File: src/rtl/apb_master.sv
// apb_master: single-outstanding APB3 requester turning a valid/ready command stream into SETUP/ACCESS phases with a wait-state watchdog
module apb_master #(
  parameter int ADDR_W  = 8,
  parameter int DATA_W  = 8,
  parameter int TIMEOUT = 15
) (
  input  logic              i_clk,
  input  logic              i_reset_n,
  input  logic              i_cmd_valid,
  output logic              o_cmd_ready,
  input  logic [ADDR_W-1:0] i_cmd_addr,
  input  logic              i_cmd_write,
  input  logic [DATA_W-1:0] i_cmd_wdata,
  output logic              o_psel,
  output logic              o_penable,
  output logic              o_pwrite,
  output logic [ADDR_W-1:0] o_paddr,
  output logic [DATA_W-1:0] o_pwdata,
  input  logic              i_pready,
  input  logic              i_pslverr,
  input  logic [DATA_W-1:0] i_prdata,
  output logic              o_rsp_valid,
  output logic              o_rsp_err,
  output logic [DATA_W-1:0] o_rsp_rdata
);
  localparam int CW = $clog2(TIMEOUT + 1);
  typedef enum logic [1:0] {IDLE, SETUP, ACCESS} state_t;
  state_t state, state_nx;
  logic [CW-1:0] cnt;
  logic accept, expire, done;
  assign o_cmd_ready = state == IDLE;
  always_comb begin
    accept   = state == IDLE && i_cmd_valid;
    expire   = !i_pready && cnt == CW'(TIMEOUT - 1);
    done     = state == ACCESS && (i_pready || expire);
    state_nx = accept ? SETUP : state == SETUP ? ACCESS : done ? IDLE : state;
  end
  always_ff @(posedge i_clk) begin
    if (!i_reset_n) state <= IDLE;
    else state <= state_nx;
  end
  always_ff @(posedge i_clk) begin
    if (!i_reset_n) begin
      o_psel      <= 1'b0;
      o_penable   <= 1'b0;
      o_pwrite    <= 1'b0;
      o_paddr     <= '0;
      o_pwdata    <= '0;
      o_rsp_valid <= 1'b0;
      o_rsp_err   <= 1'b0;
      o_rsp_rdata <= '0;
      cnt         <= '0;
    end else begin
      o_rsp_valid <= done;
      if (accept) begin
        o_psel    <= 1'b1;
        o_penable <= 1'b0;
        o_paddr   <= i_cmd_addr;
        o_pwrite  <= i_cmd_write;
        o_pwdata  <= i_cmd_wdata;
      end
      if (state == SETUP) begin
        o_penable <= 1'b1;
        cnt       <= '0;
      end
      if (state == ACCESS && !i_pready) cnt <= cnt + 1'b1;
      if (done) begin
        o_psel      <= 1'b0;
        o_penable   <= 1'b0;
        o_rsp_err   <= !i_pready || i_pslverr;
        o_rsp_rdata <= (i_pready && !o_pwrite && !i_pslverr) ? i_prdata : '0;
      end
    end
  end
endmodule

File: config.mk
export PLATFORM = sky130hd
export DESIGN_NAME = apb_master
export DESIGN_NICKNAME = d
export VERILOG_FILES = /design/src/rtl/apb_master.sv
export SDC_FILE = /design/constraint.sdc
export NUM_CORES = 1
export LEC_CHECK = 0
export BUFFER_PORTS_ARGS = -buffer_cell sky130_fd_sc_hd__buf_2
export CAP_MARGIN = 5
export CELL_PAD_IN_SITES_DETAIL_PLACEMENT = 0
export CELL_PAD_IN_SITES_GLOBAL_PLACEMENT = 2
export CORE_MARGIN = 2
export CORE_UTILIZATION = 29
export DETAILED_ROUTE_END_ITERATION = 10
export PLACE_DENSITY = 0.94
export SYNTH_ARGS = -nofsm -noshare
export SYNTH_HDL_FRONTEND = slang
export SYNTH_SLANG_ARGS = --single-unit
export TNS_END_PERCENT = 30
File: constraint.sdc
create_clock -name i_clk -period 3.52 [get_ports i_clk]
set_clock_uncertainty 0.15 [all_clocks]
set_input_delay 0.704 -clock i_clk [delete_from_list [all_inputs] [get_ports i_clk]]
set_output_delay 0.704 -clock i_clk [all_outputs]
set_load 0.005 [all_outputs]
==> flow_metrics.py, run 1 <==
metrics = {
    "logic_synthesis": {
        "syn_nets": 163,
        "ys.flop_type": "dfxtp_1",
        "synth_area_sq_mm": 0.00138,
        "synthTopCellsByArea": "dfxtp_1, mux2i_1, nor2_1, a22o_1, a21oi_1",
        "ys_seq_elements": 35,
        "synthArstFlopShare": 0,
        "yosysTopAreaCell": "dfxtp_1",
        "synthCells": 131,
        "synth_area_per_cell_sq_um": 10.5,
        "synth_top_area_share": 0.509,
        "ys_types": 34,
        "synth.yosys.seq_area_share": 0.509,
        "yosys_warnings": 0,
        "synth-edff-count": 0,
    },
    "worst_setup_path": {
        "cp_num_buf_inv": 1,
        "cp_max_fo": 17,
        "ff2ff_setup_slack_ns": 1.52,
        "cp.arrival_ns": 1.22,
        "worst_setup_path_start_kind": "register",
        "crit_start": "state[0]$_SDFFE_PN0P_",
        "critPathKind": "reg2out",
        "path_delay_family": "flip-flops",
        "required_ns": 2.67,
        "worstReg2RegStart": "state[0]$_SDFFE_PN0P_",
        "end_kind": "primary output",
        "cp_cell_sequence": "nor2_1, buf_2",
        "cpPeakStageDelay_ns": 0.70,
        "crit_slowest_cell": "dfxtp_1",
    },
    "routing": {
        "avgViaCountPerCell": 4.63,
        "drc": 0,
        "ant_nets": 0,
        "drt_iter0_drc": 94,
        "dr.pass1.iters": 6,
        "wire_per_inst_microns": 12.3,
        "num_vias": 1134,
        "wl_microns": 3010,
    },
    "die": {
        "die_area_sq_mm": 0.00531,
        "fp-row-count": 25,
        "die_h_microns": 72.9,
        "core_area_sq_mm": 0.00466,
        "start_util": 0.295,
        "die-width_microns": 72.9,
        "ios": 60,
    },
    "timing": {
        "max_freq_mhz": 481,
        "drv_slew": 0,
        "period_share": 0.590,
        "setup-tns-final_ns": 0,
        "fin_crit_ns": 2.08,
        "finalHoldViolCount": 0,
        "rsz0062_at_grt": "no",
        "slew_headroom": 0.572,
        "finalSetupViolations": 0,
        "tightest_slew_ns": 0.641,
    },
    "pwr": {
        "finalPower_uw": 797,
        "p_leak_uw": 0.000830,
        "irDropWorstVdd_uv": 150,
        "p_per_area_mw_per_mm2": 450,
    },
    "global_routing": {
        "overflow": 0,
        "grt_pass1_vias": 1030,
        "grt_max_degree": 23,
        "antenna_found_initial": 0,
        "grt_pass1_wl_microns": 4840,
        "grt_usage": 0.118,
    },
    "clock_tree": {
        "clock-root-buffer": "clkbuf_8",
        "h-tree-depth": 2,
        "insertion_delay_ns": 0.27,
        "cts_tree": "done",
        "clock-sinks": 35,
        "cts_resized": 0,
        "ctsHoldBuffers": 0,
        "cts-buffers-inserted": 5,
        "postCtsSetupBuffers": 0,
        "clockBufferDepth": 2,
        "clkSlewWorstSetupHoldPaths_ns": 0.07,
    },
    "placed_design": {
        "io_buffers": 59,
        "place_congestion": 0.673,
        "dpl.cell_count": 237,
        "place_hpwl_microns": 2160,
    },
    "worst_hold_path": {
        "hp-class": "reg2reg",
        "worstHoldStart": "o_rsp_rdata[7]$_SDFFE_PN0P_",
    },
    "outcome": {
        "outcome": "complete, no violations",
    },
    "job": {
        "max_cap_viol_count": 0,
    },
    "cells_and_area": {
        "antenna-diode-count": 0,
        "final_nets": 222,
        "layout_common_cells": "buf_2, dfxtp_1, nor2_1, mux2i_1, a22o_1",
        "utilization": 0.380,
        "final_common_cell": "buf_2",
        "area_growth_pct": 28.6,
        "stdcell_count": 245,
        "drive_gt1_frac": 0.372,
    },
}
power breakdown:
group	total, uW	switching, uW	internal, uW
combinational	97.7	47.6	50.2
clock	268	129	139
sequential	432	16.4	415
total	797	193	604
synth_stat cells (all sizes together), types with 2 or more instances:
master / instances
buf: 5
nor2: 23
a22o: 8
o21a: 2
nor3: 3
o21ai: 2
ha: 2
nand2: 2
mux2i: 17
inv: 4
nor3b: 2
nand4: 2
nand3: 2
nand2b: 2
a21oi: 5
dfxtp: 35
clkbuf: 3
kinds of logic after synthesis:
logic type	share of synthesized area
AOI/OAI and AO/OA	0.124
adders and majority gates	0.0182
buffers and inverters	0.0573
DFF	0.509
muxes	0.124
and+or+nand+nor	0.168
worst register-to-register path, stage by stage (launching register included):
cell	delay (ns)
dfxtp_1	0.50
nor3b_4	0.64
buf_4	0.33
mux2i_1	0.20
nor2_1	0.05
routing by layer:
metal  track usage  vias up  part of all wire
li1              -      581                 -
met3        0.0345        2             0.038
met1         0.151      522              0.46
met4        0.0432        0            0.0086
met2         0.190       29              0.50
met5             0        -                 0
registers in the layout, indices dropped and copies added, names as in the netlist:
name	cells
o_rsp_valid	1
o_psel	1
cnt	4
o_pwrite	1
o_pwdata	8
o_rsp_rdata	8
state	2
o_penable	1
o_paddr	8
o_rsp_err	1
metrics by stage:
step	worst slack (ns)	instance area, sq um	hold WS [ns]
floorplan	1.82	1380	0.325
global placement	1.29	1690	0.309
detailed placement	1.26	1690	0.310
CTS	1.43	1770	0.332
global route	1.32	1770	0.346
finish	1.44	1770	0.330
cell type report:
type | count | area, sq um
fill | 492 | 2890
sequential | 35 | 701
multi-input combinational | 84 | 603
timing repair buffer | 60 | 303
clock buffer | 7 | 76.3
tap | 54 | 67.6
inverter | 4 | 15.0
clock inverter | 1 | 5.00
final timing paths:
check / endpoint / cells after the start
max: o_cmd_ready / 2
min: o_rsp_rdata[7]$_SDFFE_PN0P_ / 1
max reg2reg: o_pwdata[5]$_SDFFE_PN0P_ / 4
min reg2reg: o_rsp_rdata[7]$_SDFFE_PN0P_ / 1
Note: power is estimated with default switching activity, not from simulation.
==> run 2, diff against run 1 <==
ABC_AREA = 1   (was not set)
CORE_UTILIZATION = 25   (was 29)
PLACE_DENSITY = 0.9   (was 0.94)
clock period = 2 ns   (was 3.52 ns; I/O delays follow)
==> run 2 against run 1 <==
Against the previous run:
- cell area is 4.5% higher
- final cell count is 31% higher
- non-clock buffer count is 1 higher
- sequential share of layout area is 1.7 points lower
- synthesized cell count is 43% higher
- clock power is 86% higher
- global-route usage is 1.2 points lower
- highest routed layer unchanged
==> flow_metrics.py, run 2 <==
metrics = {
    "outcome": {
        "outcome": "complete, no violations",
    },
    "worst_setup_path": {
        "cp_cell_sequence": "inv_1, ha_1, nand3_2, nand2_1, nand2_1, nand2_1, a21oi_2",
        "end_kind": "register",
        "crit_slowest_cell": "dfxtp_1",
        "cp_max_fo": 11,
        "required_ns": 2.08,
        "crit_top_cell": "nand2_1",
        "critPathKind": "reg2reg",
        "worst_setup_path_start_kind": "register",
        "cp.arrival_ns": 1.67,
        "cpPeakStageDelay_ns": 0.37,
    },
    "timing": {
        "drv_slew": 0,
        "finalSetupViolations": 0,
        "max_freq_mhz": 629,
        "fin_crit_ns": 1.59,
        "period_share": 0.796,
        "tightest_slew_ns": 0.392,
        "rsz0062_at_grt": "no",
        "slew_headroom": 0.739,
        "finalHoldViolCount": 0,
        "setup-tns-final_ns": 0,
    },
    "routing": {
        "wire_per_inst_microns": 10.1,
        "num_vias": 1340,
        "wl_microns": 3220,
        "drc": 0,
        "drt_iter0_drc": 61,
        "ant_nets": 0,
        "dr.pass1.iters": 4,
        "avgViaCountPerCell": 4.19,
    },
    "logic_synthesis": {
        "yosysMostFrequentCell": "nor2_1",
        "synthCells": 187,
        "synth-edff-count": 0,
        "ys_types": 23,
        "synth_commonest_cells": "nor2_1, dfxtp_1, nand2_1, nand3_1, inv_1",
        "yosysTopAreaCell": "dfxtp_1",
        "ys.flop_type": "dfxtp_1",
        "synth_area_sq_mm": 0.00143,
        "syn_nets": 219,
        "synthArstFlopShare": 0,
        "synth_area_per_cell_sq_um": 7.65,
        "synth.yosys.seq_area_share": 0.490,
        "ys_seq_elements": 35,
        "yosys_warnings": 0,
        "synthTopCellsByArea": "dfxtp_1, nor2_1, nand3_1, nand2_1, o21ai_0",
        "synth_top_area_share": 0.490,
    },
    "placed_design": {
        "place_congestion": 0.731,
        "place_hpwl_microns": 2320,
        "io_buffers": 59,
    },
    "clock_tree": {
        "cts_resized": 0,
        "clockBufferDepth": 2,
        "postCtsSetupBuffers": 0,
        "clkSlewWorstSetupHoldPaths_ns": 0.07,
        "h-tree-depth": 2,
        "cts_tree": "done",
        "ctsHoldBuffers": 0,
        "insertion_delay_ns": 0.29,
        "clock-sinks": 35,
        "cts-buffers-inserted": 5,
        "clock-root-buffer": "clkbuf_8",
    },
    "die": {
        "core_area_sq_mm": 0.00551,
        "start_util": 0.260,
        "ios": 60,
        "fp-row-count": 27,
        "die-width_microns": 79.7,
        "die_area_sq_mm": 0.00635,
        "die_h_microns": 79.7,
    },
    "pwr": {
        "p_per_area_mw_per_mm2": 777,
        "p_leak_uw": 0.000951,
        "irDropWorstVdd_uv": 255,
    },
    "cells_and_area": {
        "antenna-diode-count": 0,
        "drive_gt1_frac": 0.315,
        "layout_common_cells": "buf_2, nor2_1, dfxtp_1, nand2_1, nand3_1",
        "final_common_cell": "buf_2",
        "largestRegisters": "o_paddr: 8 flops, o_pwdata: 8 flops, o_rsp_rdata: 8 flops",
        "final_nets": 279,
        "area_growth_pct": 29.2,
        "utilization": 0.336,
        "num-fill-cells": 615,
    },
    "job": {
        "max_cap_viol_count": 0,
    },
    "worst_hold_path": {
        "hp-class": "in2reg",
    },
    "global_routing": {
        "grt_max_degree": 35,
        "antenna_found_initial": 0,
        "grt_usage": 0.106,
        "grt_pass1_vias": 1164,
        "overflow": 0,
        "grt_pass1_wl_microns": 5210,
    },
}
==> run 2: metal layers <==
| metal | wire [microns] | global-route usage |
|---|---|---|
| met1 | 1500 | 0.131 |
| met3 | 242 | 0.0351 |
| met4 | 65 | 0.0621 |
| met2 | 1410 | 0.161 |
| met5 | 0 | 0 |
==> run 2: layout make-up <==
type                    count  area, sq um  share of cell area
multi-input cells         126          596               0.322
flip-flops and latches     35          701               0.379
inverters                  18         67.6              0.0365
clock inverters             2         12.5             0.00677
repair buffers             61          310               0.168
clock buffers               6         72.6              0.0392
well taps                  72         90.1              0.0487
==> run 2: final timing paths <==
check | startpoint | to | slack [ns] | depth (start not counted)
worst max-delay path | cnt[0]$_SDFFE_PN0P_ | o_penable$_SDFFE_PP0P_ | 0.41 | 7
worst min-delay path | i_cmd_wdata[5] | o_pwdata[5]$_SDFFE_PN0P_ | 0.20 | 3
worst max register to register | cnt[0]$_SDFFE_PN0P_ | o_penable$_SDFFE_PP0P_ | 0.41 | 7
worst min register to register | o_rsp_rdata[2]$_SDFFE_PN0P_ | o_rsp_rdata[2]$_SDFFE_PN0P_ | 0.32 | 2
==> run 2: power breakdown <==
part | total, uW | internal (uW) | switching (uW) | leakage (uW)
Clock | 498 | 243 | 254 | 0.0000412
Combinational | 184 | 80.8 | 103 | 0.000623
Sequential | 755 | 736 | 19.6 | 0.000287
==> run 2: worst max-delay path, delay by kind of cell (launching register included) <==
kind,cells,cell delay [ns]
buf+inv,1,0.08
compound gates,1,0.12
simple gates,4,0.60
fa+ha+maj,1,0.21
flops,1,0.37
==> run 2: metrics by stage <==
step	hold slack [ns]	instance area (sq um)	setup slack, ns	instances	power, uW
after floorplan	0.309	1430	0.691	187	886
after global placement	0.309	1760	0.465	312	960
after detailed placement	0.317	1760	0.393	312	961
after CTS	0.188	1850	0.388	320	1470
final	0.197	1850	0.409	320	1440
after global routing	0.202	1850	0.283	320	1530
==> run 2: kinds of logic (layout without fill, tap and decap cells) <==
family	after synthesis	in the layout	synth area share
flops	35	35	0.490
compound gates	28	28	0.111
buf+inv	26	87	0.0944
fa+ha+maj	2	2	0.0175
simple gates	95	95	0.281
xor+xnor	1	1	0.00612
==> run 3, diff against run 2 <==
clock period = 1.5 ns   (was 2 ns; I/O delays follow)
==> run 3 against run 2 <==
Against the previous run:
- power rose by 34%
- worst hold slack got worse by 0.10 ns
- clock-buffer cell count did not move
- core utilization up 0.95 points
- die area did not move
- global-route usage is 0.42 points higher
- non-clock buffer count up 4
- flip-flop and latch count is the same
- sequential power up 34%
- sequential share of layout area fell by 0.98 points
- largest cell class unchanged
==> flow_metrics.py, run 3 (synthesis results as in run 2) <==
metrics = {
    "clock_tree": {
        "clkSlewWorstSetupHoldPaths_ns": 0.07,
        "ctsHoldBuffers": 0,
        "cts_resized": 0,
        "cts-buffers-inserted": 5,
        "h-tree-depth": 2,
        "clock-root-buffer": "clkbuf_8",
        "clock-sinks": 35,
        "insertion_delay_ns": 0.28,
        "clockBufferDepth": 2,
        "cts_tree": "done",
        "postCtsSetupBuffers": 0,
    },
    "routing": {
        "ant_nets": 0,
        "dr.pass1.iters": 4,
        "wl_microns": 3350,
        "wire_per_inst_microns": 10.3,
        "drc": 0,
        "num_vias": 1384,
        "avgViaCountPerCell": 4.27,
        "drt_iter0_drc": 64,
    },
    "global_routing": {
        "grt_pass1_wl_microns": 5430,
        "grt_pass1_vias": 1213,
        "grt_max_degree": 19,
        "antenna_found_initial": 0,
        "grt_usage": 0.110,
        "overflow": 0,
    },
    "cells_and_area": {
        "largestRegisters": "o_paddr: 8 flops, o_pwdata: 8 flops, o_rsp_rdata: 8 flops",
        "num-fill-cells": 622,
        "final_nets": 283,
        "antenna-diode-count": 0,
        "drive_gt1_frac": 0.337,
        "final_common_cell": "buf_2",
        "area_growth_pct": 32.9,
        "multi_input_area_sq_um": 613,
        "stdcell_count": 324,
        "seqCellArea_sq_um": 702,
        "layout_common_cells": "buf_2, nor2_1, dfxtp_1, nand3_1, nand2_1",
    },
    "die": {
        "start_util": 0.260,
        "core_area_sq_mm": 0.00551,
        "die-width_microns": 79.7,
        "die_area_sq_mm": 0.00635,
        "die_h_microns": 79.7,
        "fp-row-count": 27,
        "ios": 60,
    },
    "timing": {
        "finalSetupViolations": 0,
        "tightest_slew_ns": 0.309,
        "fin_crit_ns": 1.43,
        "period_share": 0.952,
        "finalHoldViolCount": 0,
        "drv_slew": 0,
        "slew_headroom": 0.793,
        "rsz0062_at_grt": "yes",
        "max_freq_mhz": 700,
    },
    "worst_setup_path": {
        "ff2ff_setup_slack_ns": 0.11,
        "cp_max_fo": 5,
        "critPathKind": "reg2out",
        "end_kind": "primary output",
        "worst_setup_path_start_kind": "register",
        "cp.arrival_ns": 0.98,
        "required_ns": 1.05,
    },
    "placed_design": {
        "place_hpwl_microns": 2450,
        "io_buffers": 59,
        "place_congestion": 0.714,
        "dpl.cell_count": 316,
    },
    "pwr": {
        "p_per_area_mw_per_mm2": 1010,
        "finalPower_uw": 1930,
        "irDropWorstVdd_uv": 300,
        "p_leak_uw": 0.000977,
    },
    "job": {
        "max_cap_viol_count": 0,
    },
    "worst_hold_path": {
        "hp-class": "in2reg",
    },
    "outcome": {
        "outcome": "complete, no violations",
    },
}
run 3: cell types whose count changed in the layout (fill, tap and decap cells not counted), sizes merged:
cell,change
buf,+4
run 3: layer usage:
layer	global-route usage	share of wire	vias up
met5	0	0	-
met4	0.0517	0.018	0
met3	0.0351	0.069	8
met2	0.173	0.45	36
met1	0.137	0.46	618
li1	-	-	722
run 3: stage by stage:
stage	area, sq um	util	setup WS, ns	hold slack [ns]	setup TNS (ns)
floorplan	1430	-	0.191	0.284	0
global placement	1790	0.326	0.107	0.307	0
detailed placement	1790	0.326	0.0632	0.312	0
CTS	1880	0.341	0.0389	0.0897	0
global route	1900	0.345	-0.00291	0.0990	-0.00484
finish	1900	0.345	0.0718	0.0951	0
run 3: area by class of cell:
| cell class | count | share of cell area |
|---|---|---|
| clock inverter | 2 | 0.00658 |
| multi-input combinational | 126 | 0.322 |
| clock buffer | 6 | 0.0382 |
| tap | 72 | 0.0474 |
| sequential | 35 | 0.369 |
| inverter | 18 | 0.0355 |
| timing repair buffer | 65 | 0.181 |
run 3: path summary, 6_finish.rpt:
path	from	to	depth (start not counted)
min reg2reg	o_rsp_rdata[4]$_SDFFE_PN0P_	o_rsp_rdata[4]$_SDFFE_PN0P_	2
max	state[0]$_SDFFE_PN0P_	o_cmd_ready	2
max reg2reg	cnt[0]$_SDFFE_PN0P_	o_rsp_err$_SDFFE_PN0P_	8
min	i_cmd_wdata[0]	o_pwdata[0]$_SDFFE_PN0P_	3
run 3: where the power goes:
part           leakage [uW]  total, uW  switching [uW]  internal, uW
Sequential         0.000287       1010            25.7           981
Clock             0.0000412        664             340           324
Combinational      0.000649        256             144           112
run 3: worst max-delay path, stage by stage (launching register included):
cell	delay (ns)
dfxtp_1	0.35
nor2_2	0.19
buf_2	0.15
